[config.mk]
export PLATFORM = sky130hd
export DESIGN_NAME = servo_pulse_sched
export DESIGN_NICKNAME = d
export VERILOG_FILES = /design/src/rtl/servo_pkg.sv /design/src/rtl/servo_width_regs.sv /design/src/rtl/servo_pulse_sched.sv
export SDC_FILE = /design/constraint.sdc
export NUM_CORES = 1
export LEC_CHECK = 0
export ABC_CLOCK_PERIOD_IN_PS = 17000
export BUFFER_PORTS_ARGS = -buffer_cell sky130_fd_sc_hd__buf_2
export CAP_MARGIN = 10
export CORE_MARGIN = 3
export CORE_UTILIZATION = 41
export DETAILED_ROUTE_END_ITERATION = 10
export GPL_TIMING_DRIVEN = 1
export SLEW_MARGIN = 5
export SYNTH_ARGS = -nofsm -noshare
export SYNTH_HDL_FRONTEND = slang
export SYNTH_SLANG_ARGS = --single-unit
[constraint.sdc]
create_clock -name clk0 -period 17 [get_ports clk0]
set_input_delay 0.85 -clock clk0 [delete_from_list [all_inputs] [get_ports clk0]]
set_output_delay 0.85 -clock clk0 [all_outputs]
set_load 0.1 [all_outputs]
[src/rtl/servo_pkg.sv]
// Shared types, 50 MHz timing defaults and the width clamp helper for the
// servo pulse scheduler.
package servo_pkg;

    typedef enum logic [1:0] {
        S_IDLE = 2'd0,
        S_HIGH = 2'd1,
        S_LOW  = 2'd2,
        S_TAIL = 2'd3
    } state_t;

    // 50 MHz clock: 20 ms frame, 2.5 ms slot, 1 / 1.5 / 2 ms pulse widths
    localparam int FRAME_CYCLES_50M = 1_000_000;
    localparam int SLOT_CYCLES_50M  = 125_000;
    localparam int MIN_W_50M        = 50_000;
    localparam int MAX_W_50M        = 100_000;
    localparam int DEF_W_50M        = 75_000;

    function automatic logic [31:0] clamp(input logic [31:0] v,
                                          input logic [31:0] lo,
                                          input logic [31:0] hi);
        if (v < lo)
            return lo;
        else if (v > hi)
            return hi;
        else
            return v;
    endfunction

endpackage

[src/rtl/servo_width_regs.sv]
// Shadow/active pulse-width register file: clamped host writes land in the
// shadow bank, and the active bank copies the shadow bank only on reload.
module servo_width_regs
    import servo_pkg::*;
#(
    parameter  int NCH   = 4,
    parameter  int CW    = 20,
    parameter  int MIN_W = MIN_W_50M,
    parameter  int MAX_W = MAX_W_50M,
    parameter  int DEF_W = DEF_W_50M,
    localparam int CHW   = $clog2(NCH)
) (
    input  logic           clk0,
    input  logic           rst,
    input  logic           wr_en,
    input  logic [CHW-1:0] wr_ch,
    input  logic [CW-1:0]  wr_width,
    input  logic           reload,
    output logic           wr_err,
    output logic [CW-1:0]  active [NCH]
);

    logic [CW-1:0] shadow [NCH];
    logic [CW-1:0] wr_clamped;

    assign wr_clamped = CW'(clamp(32'(wr_width), 32'(MIN_W), 32'(MAX_W)));

    // A write coinciding with reload leaves active with the old shadow value,
    // so the new width takes effect one frame later.
    always_ff @(posedge clk0 or posedge rst) begin
        if (rst) begin
            for (int i = 0; i < NCH; i++) begin
                shadow[i] <= CW'(DEF_W);
                active[i] <= CW'(DEF_W);
            end
            wr_err <= 1'b0;
        end else begin
            wr_err <= wr_en && (int'(wr_ch) >= NCH);
            for (int i = 0; i < NCH; i++) begin
                if (wr_en && (wr_ch == CHW'(i)))
                    shadow[i] <= wr_clamped;
                if (reload)
                    active[i] <= shadow[i];
            end
        end
    end

endmodule

[src/rtl/servo_pulse_sched.sv]
// Multi-channel servo pulse scheduler: one frame split into per-channel slots.
// Optional readback of active widths is enabled by SERVO_SCHED_READBACK_EN.
module servo_pulse_sched
    import servo_pkg::*;
#(
    parameter  int NCH          = 4,
    parameter  int CW           = 20,
    parameter  int FRAME_CYCLES = FRAME_CYCLES_50M,
    parameter  int SLOT_CYCLES  = SLOT_CYCLES_50M,
    parameter  int MIN_W        = MIN_W_50M,
    parameter  int MAX_W        = MAX_W_50M,
    parameter  int DEF_W        = DEF_W_50M,
    localparam int CHW          = $clog2(NCH)
) (
    input  logic           clk0,
    input  logic           rst,
    input  logic           enable,
    input  logic           wr_en,
    input  logic [CHW-1:0] wr_ch,
    input  logic [CW-1:0]  wr_width,
`ifdef SERVO_SCHED_READBACK_EN
    input  logic [CHW-1:0] rd_ch,
    output logic [CW-1:0]  rd_width,
`endif
    output logic           wr_err,
    output logic [NCH-1:0] pwm_out,
    output logic           frame_start,
    output logic [CHW-1:0] cur_ch
);

    state_t         state, state_d;
    logic [CHW-1:0] ch_d;
    logic [CW-1:0]  slot_cnt, slot_d;
    logic [CW-1:0]  frame_cnt, frame_d;
    logic           frame_go;
    logic [CW-1:0]  cur_w;
    logic [CW-1:0]  active [NCH];

    servo_width_regs #(
        .NCH   (NCH),
        .CW    (CW),
        .MIN_W (MIN_W),
        .MAX_W (MAX_W),
        .DEF_W (DEF_W)
    ) u_regs (
        .clk0     (clk0),
        .rst      (rst),
        .wr_en    (wr_en),
        .wr_ch    (wr_ch),
        .wr_width (wr_width),
        .reload   (frame_go),
        .wr_err   (wr_err),
        .active   (active)
    );

    always_comb begin
        cur_w = '0;
        for (int i = 0; i < NCH; i++)
            if (cur_ch == CHW'(i))
                cur_w = active[i];
    end

    always_comb begin
        state_d  = state;
        ch_d     = cur_ch;
        slot_d   = slot_cnt;
        frame_d  = frame_cnt;
        frame_go = 1'b0;
        if (!enable) begin
            state_d = S_IDLE;
            ch_d    = '0;
            slot_d  = '0;
            frame_d = '0;
        end else begin
            slot_d  = slot_cnt + CW'(1);
            frame_d = frame_cnt + CW'(1);
            unique case (state)
                S_IDLE: frame_go = 1'b1;
                S_HIGH: begin
                    if (slot_cnt == cur_w - CW'(1))
                        state_d = S_LOW;
                end
                S_LOW: begin
                    if (slot_cnt == CW'(SLOT_CYCLES - 1)) begin
                        if (cur_ch != CHW'(NCH - 1)) begin
                            ch_d    = cur_ch + CHW'(1);
                            slot_d  = '0;
                            state_d = S_HIGH;
                        end else if (frame_cnt == CW'(FRAME_CYCLES - 1)) begin
                            // slots fill the whole frame: no tail to wait out
                            frame_go = 1'b1;
                        end else begin
                            state_d = S_TAIL;
                        end
                    end
                end
                S_TAIL: begin
                    slot_d = slot_cnt;
                    if (frame_cnt == CW'(FRAME_CYCLES - 1))
                        frame_go = 1'b1;
                end
                default: state_d = S_IDLE;
            endcase
            if (frame_go) begin
                state_d = S_HIGH;
                ch_d    = '0;
                slot_d  = '0;
                frame_d = '0;
            end
        end
    end

    always_ff @(posedge clk0 or posedge rst) begin
        if (rst) begin
            state       <= S_IDLE;
            cur_ch      <= '0;
            slot_cnt    <= '0;
            frame_cnt   <= '0;
            pwm_out     <= '0;
            frame_start <= 1'b0;
        end else begin
            state       <= state_d;
            cur_ch      <= ch_d;
            slot_cnt    <= slot_d;
            frame_cnt   <= frame_d;
            pwm_out     <= (state_d == S_HIGH) ? (NCH'(1) << ch_d) : '0;
            frame_start <= frame_go;
        end
    end

`ifdef SERVO_SCHED_READBACK_EN
    logic [CW-1:0] rd_sel;

    always_comb begin
        rd_sel = '0;
        for (int i = 0; i < NCH; i++)
            if (rd_ch == CHW'(i))
                rd_sel = active[i];
    end

    always_ff @(posedge clk0 or posedge rst) begin
        if (rst)
            rd_width <= '0;
        else
            rd_width <= rd_sel;
    end
`endif

endmodule
==> metrics list, run 1 <==
- Largest net degree at the start of global routing: between 100 and 150
- Grt met1 use: a little under a quarter
* Total cell area at the placement stage: around 0.010 mm^2
* Number of vias per cell: roughly 5.3
- The initial utilization of the core area, before any placement, comes to between 40% and 50%.
- Final Instance Count excl. Fillers: 1237
- Chip width: between 150 and 200 um
- Global-route usage over all layers: roughly 17%
* Worst Hold Class: reg2reg
- Post-CTS setup buffer count: 0
* Most congested layer reported by global routing: met2
* Critical Path Start Type: flip-flop
- Number of cell rows: 56
- Final slew viol count: 0
- Async SR Flop Fraction: 100%
* Required time worst endpoint: 17.37 ns
- Skew final: 0.0147 ns
- In the global route stage, met2 resource usage came out at roughly 28%.
- ANT nets after route: 0
- The repair_antennas step left the layout with diodes totalling 0.
- Post-synthesis cell type with the largest combined area: dfrtp_1
* CP max stage delay: around 0.99 ns
- Most common library cells after synthesis: dfrtp_1, nand2_1, o21ai_0
- The worst-case IR drop observed on VDD is roughly 0.092 mV.
* IO Count: 34
- Static Leakage: approximately 4.7 nW
- For this run, the leading register cell type out of synthesis is dfrtp_1.
* Average cell area after synthesis: between 10 and 15 um^2
- Leftover overflow at the end of global routing: 0
- Clock-pin slew was measured on the worst setup and hold paths at about 0.060 ns.
- Setup repair after global routing missed its margin: no
* Fraction of layout instances using a drive strength above 1: between 20% and 30%
* Proportion of synthesized chip area in sequential cells: roughly 54%
* Worst path arrival time: about 4.4 ns
- Count of buffering cells on the critical path with inverters included: 1
- In this run the number of H-tree levels came out at 1.
* Final Hold Vio Count: 0
* Post-cts gate resize count: 0
- Top achievable clock speed: between 0.2 and 0.25 GHz
- Adding up every negative setup slack in the final design gives 0 ns.
- Power density cells: about 130 mW/mm^2
- The area growth from synthesis to layout is 12.2%.
* Dominant delay contributor by cell family on the critical path: flip-flops
- Count of flip-flops with a built-in enable after synthesis: 0
- IO buf count: 32
* Max-capacitance violation count: 0
* CTS Buf Count: 24
- The clock reaches the later pin of the worst-skew pair after 0.52 ns.
- The detailed router placed between 6000 and 7000 vias in this run.
- Netlist area before placement: just under 0.01 mm^2
- From bottom edge to top edge, the die measures 161 um.
- Dominant cell by count in the synthesized netlist: dfrtp_1
- The total area inside the core boundary comes to 0.0236 mm^2.
* Cell at the root of the clock tree: clkbuf_16
* Largest fanout on the critical path: 31
- Vias in the first global route: slightly below 7000
- In this run the tightest slew margin relative to its limit is about a fifth.
- The share of synthesized area in the top cell type comes to 36.6%.
- Worst-margin pin slew: between 1 and 1.5 ns
- Min cycle time layout: 4.02 ns
- Sort of element at the end of the critical path: flip-flop
- The largest individual stage delay along the critical path comes from the cell dfrtp_2.
* Post-DP HPWL: roughly 14 mm
* Min Hold Slack: about 0.48 ns
* Number of optimization iterations in the first detailed-route pass: 5
- The number of hold buffers added after CTS was 0.
- Yosys printed 0 warnings.
* Main area contributors after synthesis: dfrtp_1, dfstp_2, mux2_2, o21ai_0, nand2_1
- Routability-driven placement finished with a final weighted congestion of 0.808.
- The die covers around 0.026 mm^2.
- Average wire per standard cell: 16.9 um
- Share of the clock period used by the worst path after layout: between 20% and 30%
- After detailed routing, the number of remaining DRC violations is 0.
* Post-synthesis cell count: 876
- Yosys mapped the design onto between 70 and 80 distinct sky130hd cell types.
* Total clock sinks: 209
* Worst setup path class: reg2reg
- Final wirelength: roughly 21 mm
- The initial antenna violation count came to 0.
* TritonCTS clock tree: yes
- Status: finished, final reports clean
- Drt initial violations: ~280
* Post-synthesis sequential element count: 209
- Placed Cells incl. Taps: 1193
- Cells along the critical path: mux4_2, inv_1, ha_1, nand4_1, a21oi_2, a21bo_1, nor4bb_1, o311ai_1, nor4_2, o22ai_1
- Final nets: ~930
- After routing the design area is ~0.011 mm^2.
- Setup violations remaining at the end of the flow were counted as 0.
* Met3 usage in global routing: between 2 and 2.5%
* First-pass GRT wire length: about 35 mm
* Maximum count of clock buffers along a single path: 3
- Synthesized net count: between 900 and 1000
==> cells in the final DEF, fill, tap and decap left out, types with 3 or more instances in the layout <==
cell type / count
nor2b_1: 3
o21ai_0: 98
inv_1: 12
xor2_1: 17
or4_1: 3
nor4_1: 6
and3_1: 11
or3_1: 6
and2_1: 16
nand3_1: 27
o22ai_1: 5
nand2b_1: 4
nand2_1: 106
nor2_1: 57
a21oi_1: 10
a211oi_1: 3
nand4_1: 14
mux4_1: 9
o31ai_1: 5
or2_2: 3
nand3b_1: 3
dfstp_2: 64
o21bai_1: 4
buf_2: 32
dfrtp_1: 144
o2111ai_1: 3
clkbuf_16: 24
clkbuf_1: 8
ha_1: 6
mux4_2: 11
o41ai_1: 3
a311oi_1: 3
mux2_2: 80
mux2i_1: 6
clkbuf_8: 4
nor3_1: 10
xnor2_1: 32
o211ai_1: 3
buf_4: 7
clkinv_2: 4
==> cell families (layout without fill, tap and decap cells) <==
logic type      Yosys count  in the layout  share of synthesized area (%)
simple gates            291            291                           14.6
mux                     106            106                           14.6
xor+xnor                 49             49                           4.33
compound gates          160            160                           9.70
flops                   209            209                           53.6
buf+inv                  54             96                           2.37
fa+ha+maj                 6              6                          0.758
other cells               1              1                         0.0379
==> path summary, 6_finish.rpt <==
check,from,cells past startpoint,endpoint,slack [ns]
min in group asynchronous,rst,2,u_regs.shadow[79],0.52
max in group asynchronous,rst,3,cur_ch[0],14.91
worst max register to register,cur_ch[0],10,pwm_out[2],12.98
worst min-delay path,u_regs.shadow[15],2,u_regs.shadow[15],0.48
worst min register to register,u_regs.shadow[15],2,u_regs.shadow[15],0.48
worst max-delay path,cur_ch[0],10,pwm_out[2],12.98
==> layer usage <==
metal / wire length (um) / up-vias
met2: 10100 / 103
met3: 746 / 26
met1: 9790 / 3279
met5: 0 / -
met4: 306 / 0
li1: - / 3185
==> sequential cells by signal, indices dropped and copies added, names as in the netlist <==
register / cells
pwm_out: 4
u_regs.shadow: 80
slot_cnt: 20
frame_cnt: 20
frame_start: 1
state: 2
u_regs.active: 80
cur_ch: 2
==> per-stage QoR <==
| stage | setup WS, ns | util [%] | total power, mW |
|---|---|---|---|
| 5_1_grt | 12.68 | 47.1 | 1.50 |
| 2_1_floorplan | 10.55 | - | 0.862 |
| 3_3_place_gp | 13.04 | 43.8 | 0.929 |
| 6_report | 12.98 | 47.1 | 1.42 |
| 3_5_place_dp | 12.95 | 43.8 | 0.934 |
| 4_1_cts | 12.93 | 47.1 | 1.44 |
==> final cells by class <==
| class | count | area (um^2) |
|---|---|---|
| sequential | 209 | 5310 |
| tap | 319 | 399 |
| multi-input combinational | 613 | 4370 |
| fill | 2204 | 12500 |
| clock inverter | 8 | 82.6 |
| timing repair buffer | 39 | 213 |
| inverter | 13 | 56.3 |
| clock buffer | 36 | 686 |
==> where the power goes <==
part / switching (mW) / internal [mW]
combinational: 0.173 / 0.129
clock: 0.200 / 0.295
sequential: 0.0355 / 0.587
total: 0.409 / 1.01
==> worst min-delay path: stages (launching register included) <==
cell and delay (ns):
dfrtp_1 0.34, nand2_1 0.04, o21ai_0 0.06
(Power assumes the default switching activity.)
==> inputs of run 2 (changes only) <==
--- a/config.mk
+++ b/config.mk
@@ -5,7 +5,7 @@
 export SDC_FILE = /design/constraint.sdc
 export NUM_CORES = 1
 export LEC_CHECK = 0
-export ABC_CLOCK_PERIOD_IN_PS = 17000
+export ABC_CLOCK_PERIOD_IN_PS = 4100
 export BUFFER_PORTS_ARGS = -buffer_cell sky130_fd_sc_hd__buf_2
 export CAP_MARGIN = 10
 export CORE_MARGIN = 3
==> constraint.sdc (replaced) <==
create_clock -name clk0 -period 4.1 [get_ports clk0]
set_input_delay 0.205 -clock clk0 [delete_from_list [all_inputs] [get_ports clk0]]
set_output_delay 0.205 -clock clk0 [all_outputs]
set_load 0.1 [all_outputs]
==> metrics list, run 2 (same netlist as run 1, synthesis figures left out) <==
- Min cycle time layout: 3.64 ns
- At the pin with the least slew margin, the transition time is approximately 1.0 ns.
- The number of global-route vias before repair was between 6000 and 7000.
* Final wirelength: roughly 22 mm
- At the worst endpoint, the required time is about 4.5 ns.
- Leading cell type in the layout, fill and taps excluded: dfrtp_1
- The design draws ~6 mW.
- Fill cell total of the finished layout: roughly 2200
- Max-capacitance violation count: 0
- IR analysis of the VDD net gives a maximum drop of between 0.3 and 0.4 mV.
- Top achievable clock speed: 0.275 GHz
- Together, buffers and inverters on the worst path number 1.
* Global-route usage over all layers: about 17%
- Status: finished, final reports clean
- Traced cell by cell, the critical path runs through buf_4, mux4_2, or3_4, a211oi_1, nand2_1, a211oi_1, o311ai_1, nor4_2, o22ai_1.
- In the final layout, the registers with the most flip-flops are u_regs.active: 80 flops, u_regs.shadow: 80 flops.
* Critical Path Start Type: flip-flop
- Clock insertion delay at the later pin of the skew report: about 0.5 ns
- Using the TritonRoute via totals, the vias-per-cell ratio works out to 5.29.
- In the routed design, unresolved DRC markers number 0.
- Global routing finished with a remaining overflow of 0.
- The first detailed-routing pass ran for 5 iterations.
- Total clock sinks: 209
- Endpoints failing setup: 0
- The largest individual stage delay along the critical path comes from the cell dfrtp_4.
- Setup repair after global routing left no endpoint under its margin.
* Average wire per standard cell: 17.3 um
* Total vias in the final route: 6579
- Leaving out fill and tap cells, the most frequent cells in the layout are dfrtp_1, nand2_1, o21ai_0.
- Setup total negative slack on the finished layout was measured at 0 ns.
- TritonCTS created 23 clock buffers.
* Core box area: 0.0236 mm^2
- Sort of element at the end of the critical path: flip-flop
- The detail route stage leaves a number of antenna-violating nets equal to 0.
- Among cell families on the critical path, the largest total delay comes from simple AND/OR/NAND/NOR gates.
- The final layout contains 940 nets.
- The min-delay analysis places its worst path in the category in2reg.
* Largest net degree at the start of global routing: about 130
- Final slew viol count: 0
* Worst path arrival time: about 4.0 ns
* Antenna violations before repair: 0
- Fraction of layout instances using a drive strength above 1: around 28%
- By instance count, the cell type seen most on the critical path is a211oi_1.
- Skew final: slightly above 0.01 ns
- The wire-length estimate of the detail-placed layout is ~14 mm.
- TritonCTS clock tree: yes
- Min Hold Slack: roughly 0.022 ns
- The die covers around 0.026 mm^2.
- The number of endpoints with negative hold slack in the final report came to 0.
* IO Count: 34
- Cell at the root of the clock tree: clkbuf_16
- Worst setup path class: reg2reg
- Number of levels the H-tree was split into: 1
* Maximum count of clock buffers along a single path: 3
- Chip width: approximately 160 um
* Share of the clock period used by the worst path after layout: 88.8%
- Power density cells: about 530 mW/mm^2
- First-pass GRT wire length: approximately 36 mm
- Largest fanout on the critical path: 20
- Drt initial violations: 449
- The worst pin sits at a relative slew slack of a little under a third.
- Area growth from synthesis to layout: 13.1%
- IO buf count: 32
* Number of cell rows: 56
- Height of the die: between 150 and 200 um
- Starting utilization of the core area: 42.0%
* Placer Congestion: approximately 0.86
* CP max stage delay: 0.65 ns
- Static Leakage: 4.77 nW
- Clock edge transition at the registers on the reported setup and hold paths: around 0.06 ns
- 0 antenna diodes ended up in the layout.
## run 2: cell types whose count changed in the layout (fill, tap and decap cells not counted), sizes merged
cell / before / now
buf: 39 / 47
clkbuf: 36 / 38
clkinv: 6 / 2
dlygate4sd3: 0 / 1
## run 2: worst register-to-register path, delay by kind of cell (launching register included)
family | cells | cell delay [ns]
flops | 1 | 0.65
mux | 1 | 0.60
compound gates | 4 | 0.94
simple gates | 3 | 1.07
buf+inv | 1 | 0.25
## run 2: cell type report
cell class / count / area (um^2) / area share (%)
Clock buffer: 38 / 702 / 6.27
Clock inverter: 4 / 60.1 / 0.536
Inverter: 13 / 52.6 / 0.469
Multi-Input combinational cell: 613 / 4370 / 39.0
Sequential cell: 209 / 5310 / 47.4
Tap cell: 319 / 399 / 3.56
Timing Repair Buffer: 48 / 308 / 2.75
## run 2: worst paths after layout
check | startpoint | end | slack [ns] | cells past startpoint
hold / removal | enable | pwm_out[0] | 0.02 | 3
hold reg to reg | u_regs.shadow[72] | u_regs.shadow[72] | 0.47 | 2
setup reg to reg | cur_ch[0] | pwm_out[2] | 0.46 | 9
min in group asynchronous | rst | u_regs.active[19] | 0.43 | 4
max in group asynchronous | rst | cur_ch[0] | 2.72 | 4
setup / recovery | cur_ch[0] | pwm_out[2] | 0.46 | 9
## run 2: per-stage QoR
step / area (um^2) / worst slack [ns] / cells / util, %
floorplan: 9910 / 0.0879 / 876 / -
global placement: 10400 / 0.433 / 1201 / 44.2
detailed placement: 10400 / 0.355 / 1201 / 44.2
CTS: 11200 / 0.311 / 1244 / 47.4
global route: 11200 / 0.0987 / 1244 / 47.4
finish: 11200 / 0.461 / 1244 / 47.4
## run 2: power by group
group          switching [mW]  internal [mW]  leakage [nW]  total, mW
Combinational           0.699          0.544          1.75       1.24
Clock                   0.820           1.23         0.375       2.05
Sequential              0.179           2.44          2.64       2.62
Total                    1.70           4.22          4.77       5.91
## run 2: timing repair
item | 4_1_cts | 5_1_grt
hold buffers | 1 | 0
gates resized for setup | 0 | 1
buffers inserted | 0 | 0
endpoints found under the hold margin | 71 | 0
endpoints found under the setup margin | 0 | 4
## run 2: layer usage
layer	global-route usage, %	vias up	wire [um]
li1	-	3206	-
met1	24.6	3248	10400
met2	26.6	86	9940
met3	2.08	39	616
met4	4.58	0	501
met5	0	-	0
==> inputs of run 3 (changes only) <==
--- a/config.mk
+++ b/config.mk
@@ -5,13 +5,16 @@
 export SDC_FILE = /design/constraint.sdc
 export NUM_CORES = 1
 export LEC_CHECK = 0
-export ABC_CLOCK_PERIOD_IN_PS = 4100
+export ABC_CLOCK_PERIOD_IN_PS = 3800
 export BUFFER_PORTS_ARGS = -buffer_cell sky130_fd_sc_hd__buf_2
 export CAP_MARGIN = 10
+export CELL_PAD_IN_SITES_DETAIL_PLACEMENT = 1
+export CELL_PAD_IN_SITES_GLOBAL_PLACEMENT = 1
 export CORE_MARGIN = 3
 export CORE_UTILIZATION = 41
 export DETAILED_ROUTE_END_ITERATION = 10
 export GPL_TIMING_DRIVEN = 1
+export PLACE_DENSITY_LB_ADDON = 0.1
 export SLEW_MARGIN = 5
 export SYNTH_ARGS = -nofsm -noshare
 export SYNTH_HDL_FRONTEND = slang
==> constraint.sdc (replaced) <==
create_clock -name clk0 -period 3.8 [get_ports clk0]
set_input_delay 0.19 -clock clk0 [delete_from_list [all_inputs] [get_ports clk0]]
set_output_delay 0.19 -clock clk0 [all_outputs]
set_load 0.1 [all_outputs]
==> metrics list, run 3 (same netlist as run 1, synthesis figures left out) <==
* Endpoints failing setup: 0
- Sort of element at the end of the critical path: flip-flop
* Max-capacitance violation count: 0
- The final critical path takes up ~94% of the cycle.
- Overall power consumption after layout is estimated at around 6.7 mW.
- Final slew viol count: 0
- The number of endpoints with negative hold slack in the final report was 0.
- For this design the top-level I/O count stands at 34.
* Final nets: roughly 940
- CP max stage delay: 0.59 ns
- Min cycle time layout: ~3.6 ns
- The number of global-route vias before repair is around 7600.
- Once detailed placement completed, the half-perimeter wirelength came to between 15 and 20 mm.
* Total cell area at the placement stage: 0.0105 mm^2
- Setup repair after global routing missed its margin: no
- Critical Path Start Type: flip-flop
- Worst Hold Class: in2reg
* Clock edge transition at the registers on the reported setup and hold paths: about 0.06 ns
- Largest net degree at the start of global routing: 88
- Power density cells: between 500 and 600 mW/mm^2
- Top achievable clock speed: between 0.2 and 0.3 GHz
- Number of vias per cell: 5.54
* Total vias in the final route: 6917
- Antenna violations before repair: 0
- Slack of the critical path: 0.241 ns
- Global-route usage over all layers: around a fifth
* Worst voltage drop across the vdd grid: approximately 0.35 mV
- Average wire per standard cell: between 15 and 20 um
- Chip width: approximately 160 um
- Number of cell rows: between 50 and 60
- TritonCTS clock tree: yes
* Static Leakage: about 4.8 nW
- For this block, the initial DRC count from the detailed router was 274.
- Most congested layer reported by global routing: met2
- Across the routed clock network, the largest skew measured is about 0.020 ns.
- The first global-routing pass estimated just over 40 mm of wire.
- The die covers ~0.026 mm^2.
* Number of optimization iterations in the first detailed-route pass: 4
- Number of levels the H-tree was split into: 1
- Worst setup path class: reg2reg
* Final Instance Count excl. Fillers: roughly 1200
* Fraction of layout instances using a drive strength above 1: between 20 and 30%
* Starting utilization of the core area: around two fifths
- The tightest hold path in the finished design has a slack of ~0.022 ns.
- For the worst setup path, the data arrival time is approximately 4 ns.
* Total clock sinks: 209
- 0 antenna diodes ended up in the layout.
- The number of placed instances, taps included, is 1202.
- Post-route core utilization: 48.2%
- Leading cell type in the layout, fill and taps excluded: dfrtp_1
- Met3 usage in global routing: 2.62%
* Grt met2 use: roughly a third
- Grt met1 use: between 20% and 30%
* Height of the die: approximately 160 um
* Leftover overflow at the end of global routing: 0
- Setup total negative slack on the finished layout was measured at 0 ns.
- The congestion estimate from routability-driven global placement came to roughly 0.84.
- CTS Buf Count: 24
- For the pin with the worst max-slew slack, the measured transition is about 0.93 ns.
- The signal on the critical path passes through buf_12, mux4_2, inv_1, ha_1, nand4_1, a21oi_4, a21bo_1, nor4bb_1, o311ai_1, nor4_2, o22ai_1.
* Core box area: between 0.02 and 0.025 mm^2
* Total non-filler cell area in the finished layout: 0.0114 mm^2
- Required time worst endpoint: 4.17 ns
* Largest fanout on the critical path: 31
- In the routed design, unresolved DRC markers number 0.
- Maximum count of clock buffers along a single path: 3
- Registers with the highest flip-flop counts: u_regs.active: 80 flops, u_regs.shadow: 80 flops
* IO buf count: 32
- In this run the tightest slew margin relative to its limit is between 30% and 40%.
- Timing analysis after detailed placement gives a worst setup slack of roughly 0.24 ns.
- The later pin in the worst-skew pair is clocked with a latency of roughly 0.52 ns.
- Most frequent cells in the layout: dfrtp_1, nand2_1, o21ai_0
- Compared with the post-synthesis result, the final layout area differs by 14.8%.
- Final wirelength: between 20 and 25 mm
- The tree is rooted in a clkbuf_16.
- Among all stages on the critical path, the largest delay is contributed by mux4_2.
- The run finished with clean final reports.
- The count of nets left with antenna violations once routing finished came out at 0.
## run 3: power by group
part	leakage [nW]	internal, mW	switching, mW
clock network	0.428	1.54	0.931
registers	2.64	2.63	0.192
logic	1.78	0.600	0.812
## run 3: timing repair
| item | 4_1_cts | 5_1_grt |
|---|---|---|
| endpoints found under the hold margin | 89 | 0 |
| hold buffers | 2 | 0 |
| resized for setup | 0 | 2 |
| endpoints found under the setup margin | 0 | 2 |
| setup buffers | 0 | 0 |
## run 3: per-layer routing
layer | vias to the layer above | part of all wire (%)
met5 | - | 0
met4 | 0 | 2.0
met3 | 39 | 3.0
met2 | 95 | 49
met1 | 3582 | 46
li1 | 3201 | -
## run 3: worst paths after layout
check | to | cells after the start | startpoint | slack [ns]
max | pwm_out[3] | 11 | cur_ch[0] | 0.24
min | state[0] | 3 | enable | 0.02
max reg2reg | pwm_out[3] | 11 | cur_ch[0] | 0.24
min reg2reg | u_regs.shadow[15] | 2 | u_regs.shadow[15] | 0.48
max in group asynchronous | cur_ch[1] | 4 | rst | 2.83
min in group asynchronous | u_regs.active[55] | 3 | rst | 0.19
## run 3: critical path, delay by kind of cell (launching register included)
family                     cells  cell delay [ns]
adders and majority gates      1             0.21
buffers and inverters          2             0.32
AOI/OAI and AO/OA              4             0.88
muxes                          1             0.59
and+or+nand+nor                3             1.03
DFF                            1             0.37
## run 3: area by class of cell
type / count / area (um^2)
fillers: 2535 / 12200
flip-flops and latches: 209 / 5310
multi-input cells: 613 / 4380
clock buffers: 36 / 769
well taps: 319 / 399
repair buffers: 50 / 363
clock inverters: 8 / 96.3
inverters: 13 / 52.6
